[src/rtl/dmem_arbiter_pkg.sv]
// Shared encodings for the data-memory port arbiter: FSM states and the
// ResultSrc value that selects load data in the MEM stage.
package dmem_arbiter_pkg;

  typedef enum logic [1:0] {
    StIdle    = 2'd0,
    StCpuBusy = 2'd1,
    StDbgBusy = 2'd2
  } state_e;

  localparam logic [1:0] ResultMem = 2'b01;

  // Decode helper for the MEM-stage load qualifier (ResultSrcM == RESULT_MEM).
  function automatic logic is_mem_load(input logic [1:0] result_src);
    return result_src == ResultMem;
  endfunction

endpackage

[src/rtl/dmem_arbiter_if.sv]
// Bundle of CPU MEM-stage, debug requester and data-memory signals around the
// arbiter; the arbiter takes the slave view, requesters/memory the master view.
interface dmem_arbiter_if #(
  parameter int unsigned AW = 32,
  parameter int unsigned DW = 32
);

  logic          cpu_rd_i;
  logic          cpu_wr_i;
  logic [AW-1:0] cpu_addr_i;
  logic [DW-1:0] cpu_wdata_i;
  logic [DW-1:0] cpu_rdata_o;
  logic          cpu_stall_o;

  logic          dbg_req_i;
  logic          dbg_we_i;
  logic [AW-1:0] dbg_addr_i;
  logic [DW-1:0] dbg_wdata_i;
  logic          dbg_gnt_o;
  logic [DW-1:0] dbg_rdata_o;
  logic          dbg_done_o;

  logic          mem_req_o;
  logic          mem_we_o;
  logic [AW-1:0] mem_addr_o;
  logic [DW-1:0] mem_wdata_o;
  logic [DW-1:0] mem_rdata_i;
  logic          mem_ready_i;

  modport slave (
    input  cpu_rd_i, cpu_wr_i, cpu_addr_i, cpu_wdata_i,
    output cpu_rdata_o, cpu_stall_o,
    input  dbg_req_i, dbg_we_i, dbg_addr_i, dbg_wdata_i,
    output dbg_gnt_o, dbg_rdata_o, dbg_done_o,
    output mem_req_o, mem_we_o, mem_addr_o, mem_wdata_o,
    input  mem_rdata_i, mem_ready_i
  );

  modport master (
    output cpu_rd_i, cpu_wr_i, cpu_addr_i, cpu_wdata_i,
    input  cpu_rdata_o, cpu_stall_o,
    output dbg_req_i, dbg_we_i, dbg_addr_i, dbg_wdata_i,
    input  dbg_gnt_o, dbg_rdata_o, dbg_done_o,
    input  mem_req_o, mem_we_o, mem_addr_o, mem_wdata_o,
    output mem_rdata_i, mem_ready_i
  );

endinterface

[src/rtl/dmem_starve_cnt.sv]
// Saturating wait counter for the debug requester; limit_hit_o flags that the
// requester has waited long enough to take priority over the CPU.
module dmem_starve_cnt #(
  parameter int unsigned Limit = 8
) (
  input  logic clk,
  input  logic reset_n,
  input  logic inc_i,
  input  logic clr_i,
  output logic limit_hit_o
);

  logic [7:0] cnt_q, cnt_d;

  always_comb begin
    cnt_d = cnt_q;
    if (clr_i) begin
      cnt_d = '0;
    end else if (inc_i && (cnt_q != 8'(Limit))) begin
      cnt_d = cnt_q + 8'd1;
    end
  end

  always_ff @(posedge clk or negedge reset_n) begin
    if (!reset_n) begin
      cnt_q <= '0;
    end else begin
      cnt_q <= cnt_d;
    end
  end

  assign limit_hit_o = (cnt_q == 8'(Limit));

endmodule

[src/rtl/dmem_arbiter.sv]
// Shares the single data-memory port between the MEM stage and a debug/DMA
// requester, stalling the pipeline until a variable-latency access completes.
module dmem_arbiter
  import dmem_arbiter_pkg::*;
#(
  parameter int unsigned AW           = 32,
  parameter int unsigned DW           = 32,
  parameter int unsigned STARVE_LIMIT = 8
) (
  input logic          clk,
  input logic          reset_n,
  dmem_arbiter_if.slave bus
);

  state_e state_q, state_d;

  logic          cpu_acc, force_dbg, limit_hit;
  logic          cpu_take, dbg_take, dbg_finish;
  logic          mem_req_q, mem_we_q;
  logic [AW-1:0] mem_addr_q;
  logic [DW-1:0] mem_wdata_q;
  logic          dbg_gnt_q, dbg_done_q;
  logic [DW-1:0] dbg_rdata_q;

  assign cpu_acc   = bus.cpu_rd_i | bus.cpu_wr_i;
  assign force_dbg = bus.dbg_req_i & limit_hit;

  always_comb begin
    state_d  = state_q;
    cpu_take = 1'b0;
    dbg_take = 1'b0;
    unique case (state_q)
      StIdle: begin
        if (cpu_acc && !force_dbg) begin
          cpu_take = 1'b1;
          state_d  = StCpuBusy;
        end else if (bus.dbg_req_i) begin
          dbg_take = 1'b1;
          state_d  = StDbgBusy;
        end
      end
      StCpuBusy: if (bus.mem_ready_i) state_d = StIdle;
      StDbgBusy: if (bus.mem_ready_i) state_d = StIdle;
      default:   state_d = StIdle;
    endcase
  end

  assign dbg_finish = (state_q == StDbgBusy) && bus.mem_ready_i;

  dmem_starve_cnt #(
    .Limit(STARVE_LIMIT)
  ) u_starve_cnt (
    .clk        (clk),
    .reset_n    (reset_n),
    .inc_i      (bus.dbg_req_i & ~dbg_take),
    .clr_i      (dbg_take | ~bus.dbg_req_i),
    .limit_hit_o(limit_hit)
  );

  always_ff @(posedge clk or negedge reset_n) begin
    if (!reset_n) begin
      state_q <= StIdle;
    end else begin
      state_q <= state_d;
    end
  end

  // Address/data/we registers keep their last value while idle.
  always_ff @(posedge clk or negedge reset_n) begin
    if (!reset_n) begin
      mem_req_q   <= 1'b0;
      mem_we_q    <= 1'b0;
      mem_addr_q  <= '0;
      mem_wdata_q <= '0;
      dbg_gnt_q   <= 1'b0;
      dbg_done_q  <= 1'b0;
      dbg_rdata_q <= '0;
    end else begin
      dbg_gnt_q  <= dbg_take;
      dbg_done_q <= dbg_finish;
      if (cpu_take) begin
        mem_req_q   <= 1'b1;
        mem_we_q    <= bus.cpu_wr_i;
        mem_addr_q  <= bus.cpu_addr_i;
        mem_wdata_q <= bus.cpu_wdata_i;
      end else if (dbg_take) begin
        mem_req_q   <= 1'b1;
        mem_we_q    <= bus.dbg_we_i;
        mem_addr_q  <= bus.dbg_addr_i;
        mem_wdata_q <= bus.dbg_wdata_i;
      end else if ((state_q != StIdle) && bus.mem_ready_i) begin
        mem_req_q <= 1'b0;
      end
      if (dbg_finish) begin
        dbg_rdata_q <= bus.mem_rdata_i;
      end
    end
  end

  // Releasing on the ready cycle lets the pipeline advance on that same edge.
  assign bus.cpu_stall_o = cpu_acc & ~((state_q == StCpuBusy) & bus.mem_ready_i);
  assign bus.cpu_rdata_o = bus.mem_rdata_i;
  assign bus.mem_req_o   = mem_req_q;
  assign bus.mem_we_o    = mem_we_q;
  assign bus.mem_addr_o  = mem_addr_q;
  assign bus.mem_wdata_o = mem_wdata_q;
  assign bus.dbg_gnt_o   = dbg_gnt_q;
  assign bus.dbg_done_o  = dbg_done_q;
  assign bus.dbg_rdata_o = dbg_rdata_q;

endmodule

[src/flat_wrapper.sv]
// flat-port wrapper written by rule: the top's interface ports become plain ports
module dmem_arbiter_flat import dmem_arbiter_pkg::*;
#(
  parameter int unsigned AW           = 32,
  parameter int unsigned DW           = 32,
  parameter int unsigned STARVE_LIMIT = 8
)
  (clk, reset_n, bus_cpu_rd_i, bus_cpu_wr_i, bus_cpu_addr_i, bus_cpu_wdata_i, bus_cpu_rdata_o, bus_cpu_stall_o, bus_dbg_req_i, bus_dbg_we_i, bus_dbg_addr_i, bus_dbg_wdata_i, bus_dbg_gnt_o, bus_dbg_rdata_o, bus_dbg_done_o, bus_mem_req_o, bus_mem_we_o, bus_mem_addr_o, bus_mem_wdata_o, bus_mem_rdata_i, bus_mem_ready_i);
  dmem_arbiter_if #(.AW(AW), .DW(DW)) bus_i ();
  input logic clk;
  input logic reset_n;
  input wire logic [$bits(bus_i.cpu_rd_i)-1:0] bus_cpu_rd_i;
  input wire logic [$bits(bus_i.cpu_wr_i)-1:0] bus_cpu_wr_i;
  input wire logic [$bits(bus_i.cpu_addr_i)-1:0] bus_cpu_addr_i;
  input wire logic [$bits(bus_i.cpu_wdata_i)-1:0] bus_cpu_wdata_i;
  output wire logic [$bits(bus_i.cpu_rdata_o)-1:0] bus_cpu_rdata_o;
  output wire logic [$bits(bus_i.cpu_stall_o)-1:0] bus_cpu_stall_o;
  input wire logic [$bits(bus_i.dbg_req_i)-1:0] bus_dbg_req_i;
  input wire logic [$bits(bus_i.dbg_we_i)-1:0] bus_dbg_we_i;
  input wire logic [$bits(bus_i.dbg_addr_i)-1:0] bus_dbg_addr_i;
  input wire logic [$bits(bus_i.dbg_wdata_i)-1:0] bus_dbg_wdata_i;
  output wire logic [$bits(bus_i.dbg_gnt_o)-1:0] bus_dbg_gnt_o;
  output wire logic [$bits(bus_i.dbg_rdata_o)-1:0] bus_dbg_rdata_o;
  output wire logic [$bits(bus_i.dbg_done_o)-1:0] bus_dbg_done_o;
  output wire logic [$bits(bus_i.mem_req_o)-1:0] bus_mem_req_o;
  output wire logic [$bits(bus_i.mem_we_o)-1:0] bus_mem_we_o;
  output wire logic [$bits(bus_i.mem_addr_o)-1:0] bus_mem_addr_o;
  output wire logic [$bits(bus_i.mem_wdata_o)-1:0] bus_mem_wdata_o;
  input wire logic [$bits(bus_i.mem_rdata_i)-1:0] bus_mem_rdata_i;
  input wire logic [$bits(bus_i.mem_ready_i)-1:0] bus_mem_ready_i;
  assign bus_i.cpu_rd_i = bus_cpu_rd_i;
  assign bus_i.cpu_wr_i = bus_cpu_wr_i;
  assign bus_i.cpu_addr_i = bus_cpu_addr_i;
  assign bus_i.cpu_wdata_i = bus_cpu_wdata_i;
  assign bus_cpu_rdata_o = bus_i.cpu_rdata_o;
  assign bus_cpu_stall_o = bus_i.cpu_stall_o;
  assign bus_i.dbg_req_i = bus_dbg_req_i;
  assign bus_i.dbg_we_i = bus_dbg_we_i;
  assign bus_i.dbg_addr_i = bus_dbg_addr_i;
  assign bus_i.dbg_wdata_i = bus_dbg_wdata_i;
  assign bus_dbg_gnt_o = bus_i.dbg_gnt_o;
  assign bus_dbg_rdata_o = bus_i.dbg_rdata_o;
  assign bus_dbg_done_o = bus_i.dbg_done_o;
  assign bus_mem_req_o = bus_i.mem_req_o;
  assign bus_mem_we_o = bus_i.mem_we_o;
  assign bus_mem_addr_o = bus_i.mem_addr_o;
  assign bus_mem_wdata_o = bus_i.mem_wdata_o;
  assign bus_i.mem_rdata_i = bus_mem_rdata_i;
  assign bus_i.mem_ready_i = bus_mem_ready_i;
  dmem_arbiter #(.AW(AW), .DW(DW), .STARVE_LIMIT(STARVE_LIMIT)) u_core (.clk(clk), .reset_n(reset_n), .bus(bus_i));
endmodule
[config.mk]
export PLATFORM = sky130hd
export DESIGN_NAME = dmem_arbiter_flat
export DESIGN_NICKNAME = d
export VERILOG_FILES = /design/src/rtl/dmem_arbiter_pkg.sv /design/src/rtl/dmem_arbiter_if.sv /design/src/rtl/dmem_starve_cnt.sv /design/src/rtl/dmem_arbiter.sv /design/src/flat_wrapper.sv
export SDC_FILE = /design/constraint.sdc
export NUM_CORES = 1
export LEC_CHECK = 0
export ABC_AREA = 0
export BUFFER_PORTS_ARGS = -buffer_cell sky130_fd_sc_hd__buf_2
export CORE_AREA = 2 2 116 118
export CTS_CLUSTER_DIAMETER = 120
export DETAILED_ROUTE_END_ITERATION = 8
export DIE_AREA = 0 0 118 120
export GPL_TIMING_DRIVEN = 0
export HOLD_SLACK_MARGIN = 0.02
export PLACE_DENSITY = 0.8
export SLEW_MARGIN = 20
export SYNTH_ARGS = -nofsm -noshare
export SYNTH_HDL_FRONTEND = slang
export SYNTH_HIERARCHICAL = 1
export SYNTH_SLANG_ARGS = --single-unit
[constraint.sdc]
create_clock -name clk -period 2.9 [get_ports clk]
set_input_delay 0.725 -clock clk [delete_from_list [all_inputs] [get_ports clk]]
set_output_delay 0.725 -clock clk [all_outputs]
set_load 0.05 [all_outputs]
Yosys cells after proc, flatten, opt, wreduce, memory -nomap -nowiden --
Cells that the tools add are included. W data, S select, Z words.
Word-level totals: RAM bits 0, register bits 110, bits of input ports 167, logic and storage cells 57, memories 0, latch bits 0, bits in read-only memories 0
Cells by class: add/sub/neg operators 1, reduce and logical (&&, ||, !) cells 12, $lt $le $gt $ge 0, shifts and indexed selects 0, multiply operators 0, equal/unequal tests 6, bitwise operators 9, mux-type cells 20, divide/modulo/power cells 0
Operator list (count):
- $mux W32 | 4
- $mux W8 | 2
- $mux W1 | 10
- $add A8 B1 Y8 const B | 1
- $eq A8 B4 Y1 const B | 1
- $ne A8 B4 Y1 const B | 1
- $mux W2 | 3
- $reduce_bool A2 Y1 | 3
- $and A1 B1 Y1 | 4
- $logic_and A1 B1 Y1 | 4
- $pmux W2 S2 | 1
- $ne A3 B2 Y1 const B | 1
- $not A1 Y1 | 3
- $reduce_bool A3 Y1 | 1
- $eq A2 B1 Y1 const B | 1
- $eq A2 B2 Y1 const B | 1
- $logic_not A2 Y1 | 1
- $ne A2 B1 Y1 const B | 1
- $or A1 B1 Y1 | 2
- $reduce_and A2 Y1 | 1
- $reduce_or A2 Y1 | 1
- $logic_not A1 Y1 | 1

Depth between registers and ports, before layout --
depth in word-level cells 11, gate-level depth with buffers 11, depth with buffers taken out 10

Hierarchy --
Netlist, hierarchy kept.
Modules (own cells, without submodules):
- dmem_arbiter | cells each 498, area an instance 4918.5 um^2, instances 1
- dmem_starve_cnt | cells each 48, area an instance 459.2 um^2, instances 1

Least setup slack after synthesis --
Ideal clock, no wire load.
path type reg-to-reg, start register u_core.u_starve_cnt.cnt_q[0], end register u_core.u_starve_cnt.cnt_q[7], slack 0.482 ns, cell stages (with the launch flop) 12, required time 2.823 ns, arrival 2.341 ns, buffers on the path 1, setup time 0.077 ns, clock period less this slack 2.418 ns, cell sequence dfrtp_1 > inv_1 > ha_1 > nor4b_2 > and3_1 > o2bb2ai_2 > clkbuf_1 > nand2_1 > and2_1 > nand4_2 > or4_1 > a21oi_1
Between the ends: word-level cells in the longest chain between the ends 10, elaborated cells on any way between the ends 15, classes of those cells 1 x add/sub; 2 x eq/ne; 4 x mux; 4 x bitwise; 4 x reduce/logical
RTL lines:
- start: declaration | line dmem_starve_cnt.sv:13 | logic [7:0] cnt_q, cnt_d;
- start signal: assignment | line dmem_starve_cnt.sv:28 | cnt_q <= cnt_d;
- $eq A8 B4 Y1 * | line dmem_starve_cnt.sv:32 | assign limit_hit_o = (cnt_q == 8'(Limit));
- named net u_core.limit_hit | line dmem_arbiter.sv:17 | logic cpu_acc, force_dbg, limit_hit;
- $and A1 B1 Y1 * | line dmem_arbiter.sv:26 | assign force_dbg = bus.dbg_req_i & limit_hit;
- $logic_not A1 Y1 * | line dmem_arbiter.sv:34 | if (cpu_acc && !force_dbg) begin
- $logic_and A1 B1 Y1 * | line dmem_arbiter.sv:34
- $mux W1 * | line dmem_arbiter.sv:34
- $mux W1 * | line dmem_arbiter.sv:32 | unique case (state_q)
- $not A1 Y1 | line dmem_arbiter.sv:55 | .inc_i (bus.dbg_req_i & ~dbg_take),
- $and A1 B1 Y1 | line dmem_arbiter.sv:55
- $logic_and A1 B1 Y1 | line dmem_starve_cnt.sv:19 | end else if (inc_i && (cnt_q != 8'(Limit))) begin
- $reduce_bool A2 Y1 (no line)
Mark *: on every way through the listed nets, which the timed path passes. The rest lies on a longest branch. The select of a mux whose other input is x is not followed. A chain may end at the register's enable or synchronous reset.

Final worst setup path --
Same ends and word-level chain as after synthesis.

==> results.toml <==
[clocking]
cts_htree_levels = 3
clk-insertion-delay-late_ps = 350
cts.reportedPaths.clkPinSlew_ps = 70
cts.sink_count = 110
postCtsHoldBufs = 0
cts-root-to-sink-buffers = 2
post_cts_resize_count = 0
cts-root-buf = "sky130_fd_sc_hd__clkbuf_16"
post-cts-setup-buffer-count = 0
cts_tree = "yes"
tritoncts.num_buffers = 9

[setup_path]
setup.worst_path.class = "flip-flop to flip-flop"
cell_by_cell_trace_of_the_critical_path = "inv_1 -> ha_1 -> nor4b_2 -> and3_1 -> o2bb2ai_2 -> nand2_1 -> and2_1 -> nand4_2 -> or4_1 -> a21oi_1"
worstPathArrival_ps = 2950
critical-path-slowest-cell = "sky130_fd_sc_hd__or4_1"
setup.worst_path.start_class = "flip-flop"
delay_of_the_slowest_cell_on_the_worst_path_ps = 510
worst-endpoint-required_ps = 3170
crit_path_max_fanout = 13
endpoint_kind = "flip-flop"

[sta]
finalHoldViolCount = 0
layout_worst_path_cycle_share_pct = 92.6
fmax_mhz = 373
final_critical_path_setup_slack_ps = 216
maxSlewHeadroom_pct = 60.7
final.setup.tns_ps = 0
clock_skew_ps = 5.83
rsz0062_at_grt = "no"
timing.final.setup_violations = 0
worst_pin_slew_ps = 589
timing_max_transition_violations_final = 0
finalCriticalPeriod_ps = 2680

[detailed_routing]
remaining_drc_errors = 0
vias_per_cell = 5.22
ant_nets = 0
detailed_route_wire_length_per_cell_um = 17.1
drtPass1Iterations = 5
num_vias = 5439
dr.first_iter.drc_count = 343
routed_wirelength_mm = 17.8

[pwr]
clkPwrFrac_pct = 12.6
pwr-share-comb_pct = 61.0
report.power.total_mw = 10.0
p_switching_mw = 5.40
internal_power_mw = 4.59
seq_power_share_pct = 26.4
peakVddDrop_v = 0.000656
switching_power_share_of_the_total_pct = 54.0
power_density_nw_per_um2 = 1340
total_leakage_power_nw = 3.64

[global_route]
globalRoute.totalOverflow = 0
first_global_vias = 5268
grt_first_pass_wirelength_mm = 27.5
grt_max_degree = 60
initial_antenna_violation_count = 6
grtUsageTotal_pct = 24.8

[place]
preCtsSetupSlack_ps = 110
placement.io_buffers = 299
gp_routability_congestion = 0.865
detailed_place_hpwl_mm = 13.6

[die]
ioPinCount = 300
placement_rows = 42
fp.dieArea_um2 = 14200
die_width_um = 118
start_util_pct = 41.4
fp.coreArea_um2 = 13000
fp.dieH_um = 120

[cells_and_area]
final_layout_size_suffix_gt1_share_pct = 48.3
fillers = 1182
num-nets-final = 1028
area.growth.synth_to_final_pct = 38.3

[yosys]
cell_count_after_synthesis = 546
number_of_enable_flip_flop_cells_after_synthesis = 0
synthTopCellsByArea = "sky130_fd_sc_hd__dfrtp_1 (51%), sky130_fd_sc_hd__a31oi_1 (7.6%), sky130_fd_sc_hd__mux2_2 (6.7%), sky130_fd_sc_hd__nand3_1 (6.2%), sky130_fd_sc_hd__o21ai_0 (6.2%)"
synth_seq_area_share_pct = 51.2
yosys.area.top_type_share_pct = 51.2
yosysMostFrequentCell = "sky130_fd_sc_hd__dfrtp_1"
ys_seq_elements = 110
synth_async_sr_flop_share_pct = 100
post_synth_num_cell_types = 34
mappedNetlistArea_um2 = 5380
synth-main-ff-cell = "sky130_fd_sc_hd__dfrtp_1"
synth_common_cells = "sky130_fd_sc_hd__dfrtp_1 (110), sky130_fd_sc_hd__nor2_1 (71), sky130_fd_sc_hd__nand3_1 (67), sky130_fd_sc_hd__o21ai_0 (67), sky130_fd_sc_hd__a31oi_1 (65)"
postSynthNetCount = 718
ys_warn_count = 6
cell_accounting_for_the_most_synthesized_area = "sky130_fd_sc_hd__dfrtp_1"
post_synth.cell_area_avg_um2 = 9.85

[min_path]
timing.hold.worst.class = "primary input to async pin"

[job]
drv_cap = 0

[outcome]
status = "finished clean"
layer usage:
layer	GRT usage, %	routed length [um]
met5	0	23
met4	8.81	351
met3	6.80	1480
met2	43.0	8920
met1	29.7	7050
layout by cell type, fill, tap and decap left out, types with 3 or more instances in the layout:
master / n
sky130_fd_sc_hd__clkbuf_16: 9
sky130_fd_sc_hd__a21oi_1: 7
sky130_fd_sc_hd__nand3_1: 67
sky130_fd_sc_hd__clkbuf_1: 18
sky130_fd_sc_hd__buf_2: 312
sky130_fd_sc_hd__diode_2: 4
sky130_fd_sc_hd__a31oi_1: 65
sky130_fd_sc_hd__nand2_1: 8
sky130_fd_sc_hd__nor2_1: 71
sky130_fd_sc_hd__inv_1: 7
sky130_fd_sc_hd__o21ai_0: 67
sky130_fd_sc_hd__dfrtp_1: 110
sky130_fd_sc_hd__buf_4: 38
sky130_fd_sc_hd__mux2_2: 32
sky130_fd_sc_hd__nand2b_1: 3
sky130_fd_sc_hd__ha_1: 5
sky130_fd_sc_hd__buf_6: 11
sky130_fd_sc_hd__clkinv_2: 3
stage by stage:
step                cell area (um2)  hold WS, ps  util, %  instances
global route                   7430          358     57.2       1039
floorplan                      5380          429        -        546
CTS                            7430          336     57.2       1038
finish                         7440          317     57.3       1041
detailed placement             7130          462     54.9       1022
global placement               7090          455     54.7       1021
critical path: cells and delay by family (launching register included):
family / cells / cell delay [ps]
and+or+nand+nor: 6 / 1460
DFF: 1 / 440
AOI/OAI and AO/OA: 2 / 410
adders and majority gates: 1 / 200
buffers and inverters: 1 / 90
worst paths after layout:
kind                                                endpoint  slack [ps]                    startpoint  cells past startpoint
worst min register to register          u_core/bus.mem_req_o         490          u_core/bus.mem_req_o                      1
worst max register to register  u_core/u_starve_cnt/cnt_q[7]         220  u_core/u_starve_cnt/cnt_q[0]                     10
worst min-delay path                    u_core/bus.dbg_gnt_o         320                       reset_n                      1
worst max-delay path            u_core/u_starve_cnt/cnt_q[7]         220  u_core/u_starve_cnt/cnt_q[0]                     10
max in group asynchronous         u_core/bus.dbg_rdata_o[27]        1920                       reset_n                      2
min in group clk                        u_core/bus.mem_req_o         490          u_core/bus.mem_req_o                      1
power by group through the flow:
stage,registers (mW),logic [mW],clock network [mW]
global placement,2.62,6.01,0
finish,2.64,6.10,1.26
global route,2.72,6.47,1.35
floorplan,5.09,2.06,0
detailed placement,2.66,6.09,0
CTS,2.63,6.10,1.29
area by class of cell:
type                       count  area [um2]  area share, %
buffer                        79         532           7.15
multi-input combinational    348        2060           27.7
timing repair buffer         300        1530           20.6
inverter                       8        30.0          0.404
clock inverter                 4        45.0          0.606
sequential                   110        2750           37.0
tap                          176         220           2.96
clock buffer                  12         256           3.45
antenna                        4        10.0          0.135
state kept, by name, summed over array words and instances, names as in the netlist:
name and cells:
u_core/state_q 2, u_core/bus.dbg_gnt_o 1, u_core/bus.dbg_done_o 1, u_core/u_starve_cnt/cnt_q 8, u_core/bus.mem_we_o 1, u_core/bus.dbg_rdata_o 32, u_core/bus.mem_req_o 1, u_core/bus.mem_wdata_o 32
u_core/bus.mem_addr_o 32
cell families after synthesis:
kind of cell               Yosys count  synth area share, %
AOI/OAI and AO/OA                  148                 16.1
xor gates and xnor gates             2                0.326
adders and majority gates            5                 1.16
buffers and inverters               88                 10.5
DFF                                110                 51.2
muxes                               34                 7.10
and+or+nand+nor                    159                 13.6
Note: power is estimated with default switching activity, not from simulation.
